**config.mk**
```make
export PLATFORM = sky130hd
export DESIGN_NAME = uart_cmd_parser
export DESIGN_NICKNAME = d
export VERILOG_FILES = /design/src/rtl/uart_cmd_parser.sv
export SDC_FILE = /design/constraint.sdc
export NUM_CORES = 1
export LEC_CHECK = 0
export ABC_CLOCK_PERIOD_IN_PS = 5270
export BUFFER_PORTS_ARGS = -buffer_cell sky130_fd_sc_hd__buf_2
export CAP_MARGIN = 10
export CORE_MARGIN = 5
export CORE_UTILIZATION = 32
export CTS_CLUSTER_DIAMETER = 40
export DETAILED_ROUTE_END_ITERATION = 16
export PLACE_DENSITY = 0.46
export SYNTH_ARGS = -nofsm -noshare
export SYNTH_HDL_FRONTEND = slang
export SYNTH_SLANG_ARGS = --single-unit
```
**constraint.sdc**
```tcl
create_clock -name clk -period 5.27 [get_ports clk]
set_input_delay 1.3175 -clock clk [delete_from_list [all_inputs] [get_ports clk]]
set_output_delay 1.3175 -clock clk [all_outputs]
set_load 0.01 [all_outputs]
```
**src/rtl/uart_cmd_parser.sv**
```systemverilog
// uart_cmd_parser: turns "<R|G|B><0-999><CR|LF>" byte streams into R/G/B duty values and answers ACK/NAK.
// Optional macro CMD_TIMEOUT_EN abandons a partial command after TIMEOUT_CYCLES idle clocks.
module uart_cmd_parser #(
   parameter logic [7:0]  ACK_BYTE       = 8'h4B,
   parameter logic [7:0]  NAK_BYTE       = 8'h3F,
   parameter int unsigned TIMEOUT_CYCLES = 1200000
) (
   input  logic       clk,
   input  logic       rst_n,
   input  logic [7:0] rx_byte,
   input  logic       rx_done,
   input  logic       tx_done,
   input  logic       err_clear,
   output logic [7:0] tx_byte,
   output logic       tx_send,
   output logic [7:0] duty_r,
   output logic [7:0] duty_g,
   output logic [7:0] duty_b,
   output logic       cmd_strobe,
   output logic       err_overrun
);

   typedef enum logic [1:0] {IDLE, CHAN, NUM, SKIP} state_t;
   typedef enum logic [2:0] {CLS_CHAN, CLS_DIGIT, CLS_TERM, CLS_SPACE, CLS_OTHER} cls_t;
   typedef enum logic [1:0] {CH_R, CH_G, CH_B} chan_t;

   state_t     state, state_n;
   cls_t       cls;
   chan_t      chan, chan_sel;
   logic [2:0] rx_sync, tx_sync;
   logic       rx_edge, tx_edge;
   logic [7:0] byte_q;
   logic       byte_vld;
   logic [9:0] acc;
   logic [1:0] cnt;
   logic [7:0] sat_val;
   logic       ld_chan, ld_first, ld_digit, commit, resp_req, resp_ack;

   // Two flops synchronise, the third remembers the previous level for edge detection.
   always_ff @(posedge clk or negedge rst_n) begin
      if (!rst_n) begin
         rx_sync  <= '0;
         tx_sync  <= '0;
         byte_q   <= '0;
         byte_vld <= 1'b0;
      end else begin
         // NOTE: non-blocking everywhere in clocked logic so each flop samples pre-edge values.
         rx_sync  <= {rx_sync[1:0], rx_done};
         tx_sync  <= {tx_sync[1:0], tx_done};
         byte_vld <= rx_edge;
         if (rx_edge) byte_q <= rx_byte;
      end
   end

   assign rx_edge = rx_sync[1] & ~rx_sync[2];
   assign tx_edge = tx_sync[1] & ~tx_sync[2];

   always_comb begin
      logic [7:0] lower;
      lower    = byte_q | 8'h20;
      cls      = CLS_OTHER;
      chan_sel = CH_R;
      case (lower)
         8'h72:   cls = CLS_CHAN;
         8'h67: begin cls = CLS_CHAN; chan_sel = CH_G; end
         8'h62: begin cls = CLS_CHAN; chan_sel = CH_B; end
         default: ;
      endcase
      if (byte_q >= 8'h30 && byte_q <= 8'h39) cls = CLS_DIGIT;
      else if (byte_q == 8'h0D || byte_q == 8'h0A) cls = CLS_TERM;
      else if (byte_q == 8'h20) cls = CLS_SPACE;
   end

`ifdef CMD_TIMEOUT_EN
   localparam int unsigned IW = $clog2(TIMEOUT_CYCLES + 1);
   localparam logic [IW-1:0] TO_VAL = IW'(TIMEOUT_CYCLES);
   logic [IW-1:0] idle_cnt;
   logic          timed_out;

   always_ff @(posedge clk or negedge rst_n) begin
      if (!rst_n)                         idle_cnt <= '0;
      else if (byte_vld || state == IDLE) idle_cnt <= '0;
      else if (idle_cnt != TO_VAL)        idle_cnt <= idle_cnt + 1'b1;
   end

   assign timed_out = (state != IDLE) && (idle_cnt == TO_VAL);
`else
   logic timed_out;
   assign timed_out = 1'b0;
`endif

   always_ff @(posedge clk or negedge rst_n) begin
      if (!rst_n) state <= IDLE;
      else        state <= state_n;
   end

   always_comb begin
      // NOTE: every output gets a default first so no path leaves a latch behind.
      state_n  = state;
      ld_chan  = 1'b0;
      ld_first = 1'b0;
      ld_digit = 1'b0;
      commit   = 1'b0;
      resp_req = 1'b0;
      resp_ack = 1'b0;
      if (byte_vld) begin
         unique case (state)
            IDLE: case (cls)
               CLS_CHAN:            begin ld_chan = 1'b1; state_n = CHAN; end
               CLS_SPACE, CLS_TERM: ;
               default:             state_n = SKIP;
            endcase
            CHAN: case (cls)
               CLS_DIGIT: begin ld_first = 1'b1; state_n = NUM; end
               CLS_SPACE: ;
               CLS_TERM:  begin resp_req = 1'b1; state_n = IDLE; end
               default:   state_n = SKIP;
            endcase
            NUM: case (cls)
               CLS_DIGIT: if (cnt < 2'd3) ld_digit = 1'b1;
                          else            state_n  = SKIP;
               CLS_TERM: begin
                  commit   = 1'b1;
                  resp_req = 1'b1;
                  resp_ack = 1'b1;
                  state_n  = IDLE;
               end
               default:   state_n = SKIP;
            endcase
            SKIP: if (cls == CLS_TERM) begin resp_req = 1'b1; state_n = IDLE; end
            default: state_n = IDLE;
         endcase
      end else if (timed_out) begin
         state_n = IDLE;
      end
   end

   assign sat_val = (acc > 10'd255) ? 8'hFF : acc[7:0];

   always_ff @(posedge clk or negedge rst_n) begin
      if (!rst_n) begin
         chan       <= CH_R;
         acc        <= '0;
         cnt        <= '0;
         duty_r     <= '0;
         duty_g     <= '0;
         duty_b     <= '0;
         cmd_strobe <= 1'b0;
      end else begin
         cmd_strobe <= commit;
         if (ld_chan) begin
            chan <= chan_sel;
            acc  <= '0;
            cnt  <= '0;
         end else if (ld_first) begin
            acc <= {6'd0, byte_q[3:0]};
            cnt <= 2'd1;
         end else if (ld_digit) begin
            acc <= acc * 10'd10 + {6'd0, byte_q[3:0]};
            cnt <= cnt + 2'd1;
         end
         if (commit) begin
            case (chan)
               CH_R:    duty_r <= sat_val;
               CH_G:    duty_g <= sat_val;
               CH_B:    duty_b <= sat_val;
               default: ;
            endcase
         end
      end
   end

   // A response raised while one is still in flight is dropped and flagged; set beats clear.
   always_ff @(posedge clk or negedge rst_n) begin
      if (!rst_n) begin
         tx_byte     <= '0;
         tx_send     <= 1'b0;
         err_overrun <= 1'b0;
      end else begin
         if (resp_req && !tx_send) begin
            tx_byte <= resp_ack ? ACK_BYTE : NAK_BYTE;
            tx_send <= 1'b1;
         end else if (tx_edge) begin
            tx_send <= 1'b0;
         end
         if (resp_req && tx_send) err_overrun <= 1'b1;
         else if (err_clear)      err_overrun <= 1'b0;
      end
   end

endmodule

```
; Word-level counts from Yosys, hierarchy flattened
; Index checks and enable logic that the tools add are counted.
[word_totals]
wordCells = 100
reg_bits = 66
out_inout_bits = 35
input_bits = 13
[op_classes]
n_eq_ne = 18
n_mux = 38
addsub = 2
bitwise = 4
reduce_logical = 18
mul = 1
magnitude_cmp = 4
[ops]
columns = operator, count
row1 = two-way mux 10 bit, 3
row2 = == test 7 x 6 -> 1 bit (second input constant), 3
row3 = two-way mux 1 bit, 19
row4 = == test 8 x 4 -> 1 bit (second input constant), 2
row5 = two-way mux 3 bit, 4
row6 = one-hot mux 2 bit (2 select lines), 3
row7 = adder 10 x 4 -> 10 bit, 1
row8 = greater-than comparator 10 x 8 -> 1 bit (second input constant), 1
row9 = multiplier 10 x 3 -> 9 bit (second input constant), 1
row10 = two-way mux 2 bit, 5
row11 = == test 8 x 6 -> 1 bit (second input constant), 1
row12 = greater-or-equal comparator 8 x 6 -> 1 bit (second input constant), 1
row13 = less-or-equal comparator 8 x 6 -> 1 bit (second input constant), 1
row14 = two-way mux 8 bit, 1
row15 = one-hot mux 2 bit (4 select lines), 1
row16 = two-way mux 7 bit, 1
row17 = == test 2 bit (second input constant), 3
row18 = == test 3 x 2 -> 1 bit (second input constant), 2
row19 = != test 2 bit (second input constant), 3
row20 = one-hot mux 2 bit (3 select lines), 1
row21 = AND reduction 2 bit, 3
row22 = OR reduction 3 bit, 2
row23 = AND reduction 5 bit, 1
row24 = == test 2 x 1 -> 1 bit (second input constant), 2
row25 = other kinds (14), 20

; Depth between registers and ports, before layout
[logic_depth]
word_depth = 13
ltp_mapped = 9
depth_no_buf = 9

; Worst setup path before layout
; OpenSTA, ideal clock, no wires.
[synth_path]
kind = reg-to-reg
start = reg acc[1]
end = reg acc[9]
slack_ns = 2.695
setup_time_ns = 0.094
t_arrival_ns = 2.481
path_stages_with_launch = 10
required_ns = 5.176
period_less_slack_ns = 2.575
path_buffers = 0
cell_sequence = dfrtp_1 > ha_1 > ha_1 > fa_1 > a21o_1 > a21oi_1 > xnor2_1 > and3_1 > xnor3_1 > a211oi_1
[synth_between]
elab_chain_len = 5
[synth_lines]
columns = element, line
row1 = "start, declared", 34  ; logic [9:0] acc;
row2 = "start signal, assigned", 156  ; acc <= {6'd0, byte_q[3:0]};
row3 = "start signal, assigned", 159  ; acc <= acc * 10'd10 + {6'd0, byte_q[3:0]};
row4 = multiplier 10 x 3 -> 9 bit, 159
row5 = adder 10 x 4 -> 10 bit, 159
row6 = two-way mux 10 bit, 158  ; end else if (ld_digit) begin
row7 = two-way mux 10 bit, 155  ; end else if (ld_first) begin
row8 = two-way mux 10 bit, 151  ; if (ld_chan) begin
; Every way passes these cells. The select of a mux whose other input is x is not followed.
; A chain may end at the register's enable or synchronous reset.

; Worst setup path after layout
; Same ends and word-level chain as after synthesis.

==> results.sh <==
export IMPL_status="completed"
export IMPL_nets=336
export IMPL_grt_util_all_layers_pct=11.76
export IMPL_dr_pass1_iters=4
export IMPL_tns_ns=0
export IMPL_synth_fp_nets=290
export IMPL_cts_setup_buffers=0
export IMPL_syn_area_um2=3003
export IMPL_internal_power_uw=885.3
export IMPL_synthArstFlopShare_pct=100.0
export IMPL_cts_buffer_depth=2
export IMPL_mostFrequentLayoutCell="dfrtp_1"
export IMPL_die_h_um=106.9
export IMPL_num_antenna_cells=0
export IMPL_finalSetupViolCount=0
export IMPL_gr_total_overflow=0
export IMPL_grt_pass1_vias=2062
export IMPL_yosysSeqAreaShare_pct=50.83
export IMPL_clock_sinks=61
export IMPL_gp_congestion=0.7500
export IMPL_end_kind="flop"
export IMPL_netlist_instances=260
export IMPL_tritoncts="done"
export IMPL_antenna_found_initial=0
export IMPL_nFillCells=918
export IMPL_path_clk_slew_ns=0.06
export IMPL_crit_path_start_kind="flop"
export IMPL_fp_dieW_um=106.9
export IMPL_r2r_cells=9
export IMPL_synthDistinctLibCells=46
export IMPL_min_path_cells=0
export IMPL_fin_skew_ns=0.004929
export IMPL_p_leak_uw=0.001835
export IMPL_hold_viol=0
export IMPL_p_seq_share_pct=45.2
export IMPL_routed_wl_mm=6.290
export IMPL_p_sw_share_pct=22.10
export IMPL_slew_headroom_pct=32.20
export IMPL_io_pins=48
export IMPL_grt_max_degree=34
export IMPL_period_needed_ns=2.746
export IMPL_p_sw_uw=251.1
export IMPL_slew_violations=0
export IMPL_synth_avg_cell_area_um2=11.55
export IMPL_cts_hold_buf=0
export IMPL_first_iter_violations=40
export IMPL_synth_top_cell_area_share_pct=50.83
export IMPL_design_die_area_um2=11420
export IMPL_drc_errors=0
export IMPL_crit_required_ns=5.51
export IMPL_yosys_register_bits=61
export IMPL_coreArea_um2=9196
export IMPL_pwr_share_comb_pct=8.5
export IMPL_min_path_type="flop to flop"
export IMPL_maxCapViolations=0
export IMPL_yosys_warnings=0
export IMPL_ctsResizeCount=0
export IMPL_syn_to_final_growth_pct=19.00
export IMPL_synthTopCellsByArea="dfrtp_1 (51%), mux2_2 (11%), ha_1 (6.3%)"
export IMPL_num_rows=35
export IMPL_arrival_ns=2.98
export IMPL_synth_top_area_cell="dfrtp_1"
export IMPL_rsz0062_at_grt="no"
export IMPL_fin_crit_sh_pct=52.11
export IMPL_tightest_slew_ns=1.008
export IMPL_clockRootBuffer="clkbuf_8"
export IMPL_grt_pass1_wl_mm=10.56
export IMPL_initial_core_util_pct=32.65
export IMPL_synth_flop_cell="dfrtp_1"
export IMPL_htree_levels=3
export IMPL_routedWlPerCell_um=14.91
export IMPL_layout_setup_ws_ns=2.524
export IMPL_powerDensity_nw_per_um2=318.0
export IMPL_place_ws_ns=2.533
export IMPL_final_cell_mix="dfrtp_1 (61), buf_2 (46), mux2_2 (29)"
export IMPL_cts_buffers=9
export IMPL_worstSetupPathType="flop to flop"
export IMPL_port_buffers=46
export IMPL_worstPathMaxFanout=5
export IMPL_clock_latency_ns=0.33
export IMPL_power_frac_clock_pct=46.3
export IMPL_hpwl_mm=4.642
export IMPL_drive_gt1_share_pct=30.55
export IMPL_ant_nets=0
export IMPL_fmax_ghz=0.3641
export IMPL_routed_via_density=4.844
export IMPL_peakVddDrop_uv=142.8
export IMPL_synth_edf_count=0
export IMPL_vias=2044
[routing by layer]
layer	up-vias	routed length, um	part of all wire (%)	global-route usage, %
li1	1010	-	-	-
met1	975	3019	48	15.84
met2	50	2800	45	17.90
met3	9	382	6.1	3.793
met4	0	87	1.4	3.836
met5	-	0	0	0
[area by class of cell]
cell class / count / area (um^2) / share of cell area (%)
timing repair buffer: 47 / 237.7 / 6.653
clock buffer: 13 / 168.9 / 4.727
inverter: 9 / 33.78 / 0.9454
multi-input combinational: 178 / 1378 / 38.55
clock inverter: 3 / 90.09 / 2.521
tap: 111 / 138.9 / 3.887
sequential: 61 / 1526 / 42.72
[stage by stage]
stage	total power [uW]	cell area, um^2	hold WS, ns	utilization, %	cells
after floorplan	584.5	3003	0.3312	-	260
final	1136	3573	0.3511	38.86	422
after global placement	620.5	3314	0.3344	36.04	406
after global routing	1193	3573	0.3760	38.86	422
after CTS	1160	3573	0.3566	38.86	422
after detailed placement	621.9	3314	0.3412	36.04	406
[synth_stat cells, types with 2 or more instances]
cell	count
buf_4	5
ha_1	15
a211oi_1	6
inv_1	9
nand2_1	20
clkbuf_1	5
nor2b_1	5
and3_1	2
nand2b_1	3
nand4_1	3
or3_1	8
o21ai_0	8
a21o_1	3
mux2_2	29
nor3_1	2
xnor2_1	5
nor2_1	21
nand3_1	2
nor3b_4	2
fa_1	2
nor4_1	2
dfrtp_1	61
o31ai_1	2
mux2_1	2
a21oi_1	11
xor2_1	6
o21a_1	2
[flip-flops by register name (all words and copies together) (netlist names)]
signal       cells
tx_send          1
byte_q           8
chan             2
err_overrun      1
state            2
duty_b           8
duty_r           8
tx_sync          3
duty_g           8
cnt              2
rx_sync          3
byte_vld         1
tx_byte          3
cmd_strobe       1
acc             10
[critical path, cell delays in order, from the launching register on]
cell and delay (ns):
dfrtp_1 0.43, ha_1 0.32, ha_1 0.23, fa_1 0.41
a21o_1 0.20, a21oi_1 0.17, xnor2_1 0.17, and3_1 0.21
xnor3_1 0.30, a211oi_1 0.23
[cell families after synthesis]
kind of cell / Yosys count / synth area share, %
AOI/OAI and AO/OA: 40 / 8.625
muxes: 31 / 11.62
adders and majority gates: 17 / 7.583
buffers and inverters: 21 / 3.292
other: 1 / 0.1249
xor gates and xnor gates: 12 / 3.958
DFF: 61 / 50.83
and+or+nand+nor: 77 / 13.96
[worst paths after layout]
check,start,endpoint,slack [ns]
min in group asynchronous,rst_n,duty_b[6],1.02
max in group asynchronous,rst_n,tx_send,3.37
worst max register to register,acc[1],acc[9],2.52
worst min register to register,rx_sync[0],rx_sync[1],0.35
worst max-delay path,acc[1],acc[9],2.52
worst min-delay path,rx_sync[0],rx_sync[1],0.35
[power groups by stage]
stage / Combinational, uW / Sequential [uW] / Clock (uW)
2_1_floorplan: 68.6 / 516 / 0
3_3_place_gp: 98.9 / 522 / 0
3_5_place_dp: 99.4 / 523 / 0
4_1_cts: 99.8 / 514 / 546
5_1_grt: 111 / 517 / 565
6_report: 97.0 / 513 / 526
(Power assumes the default switching activity.)
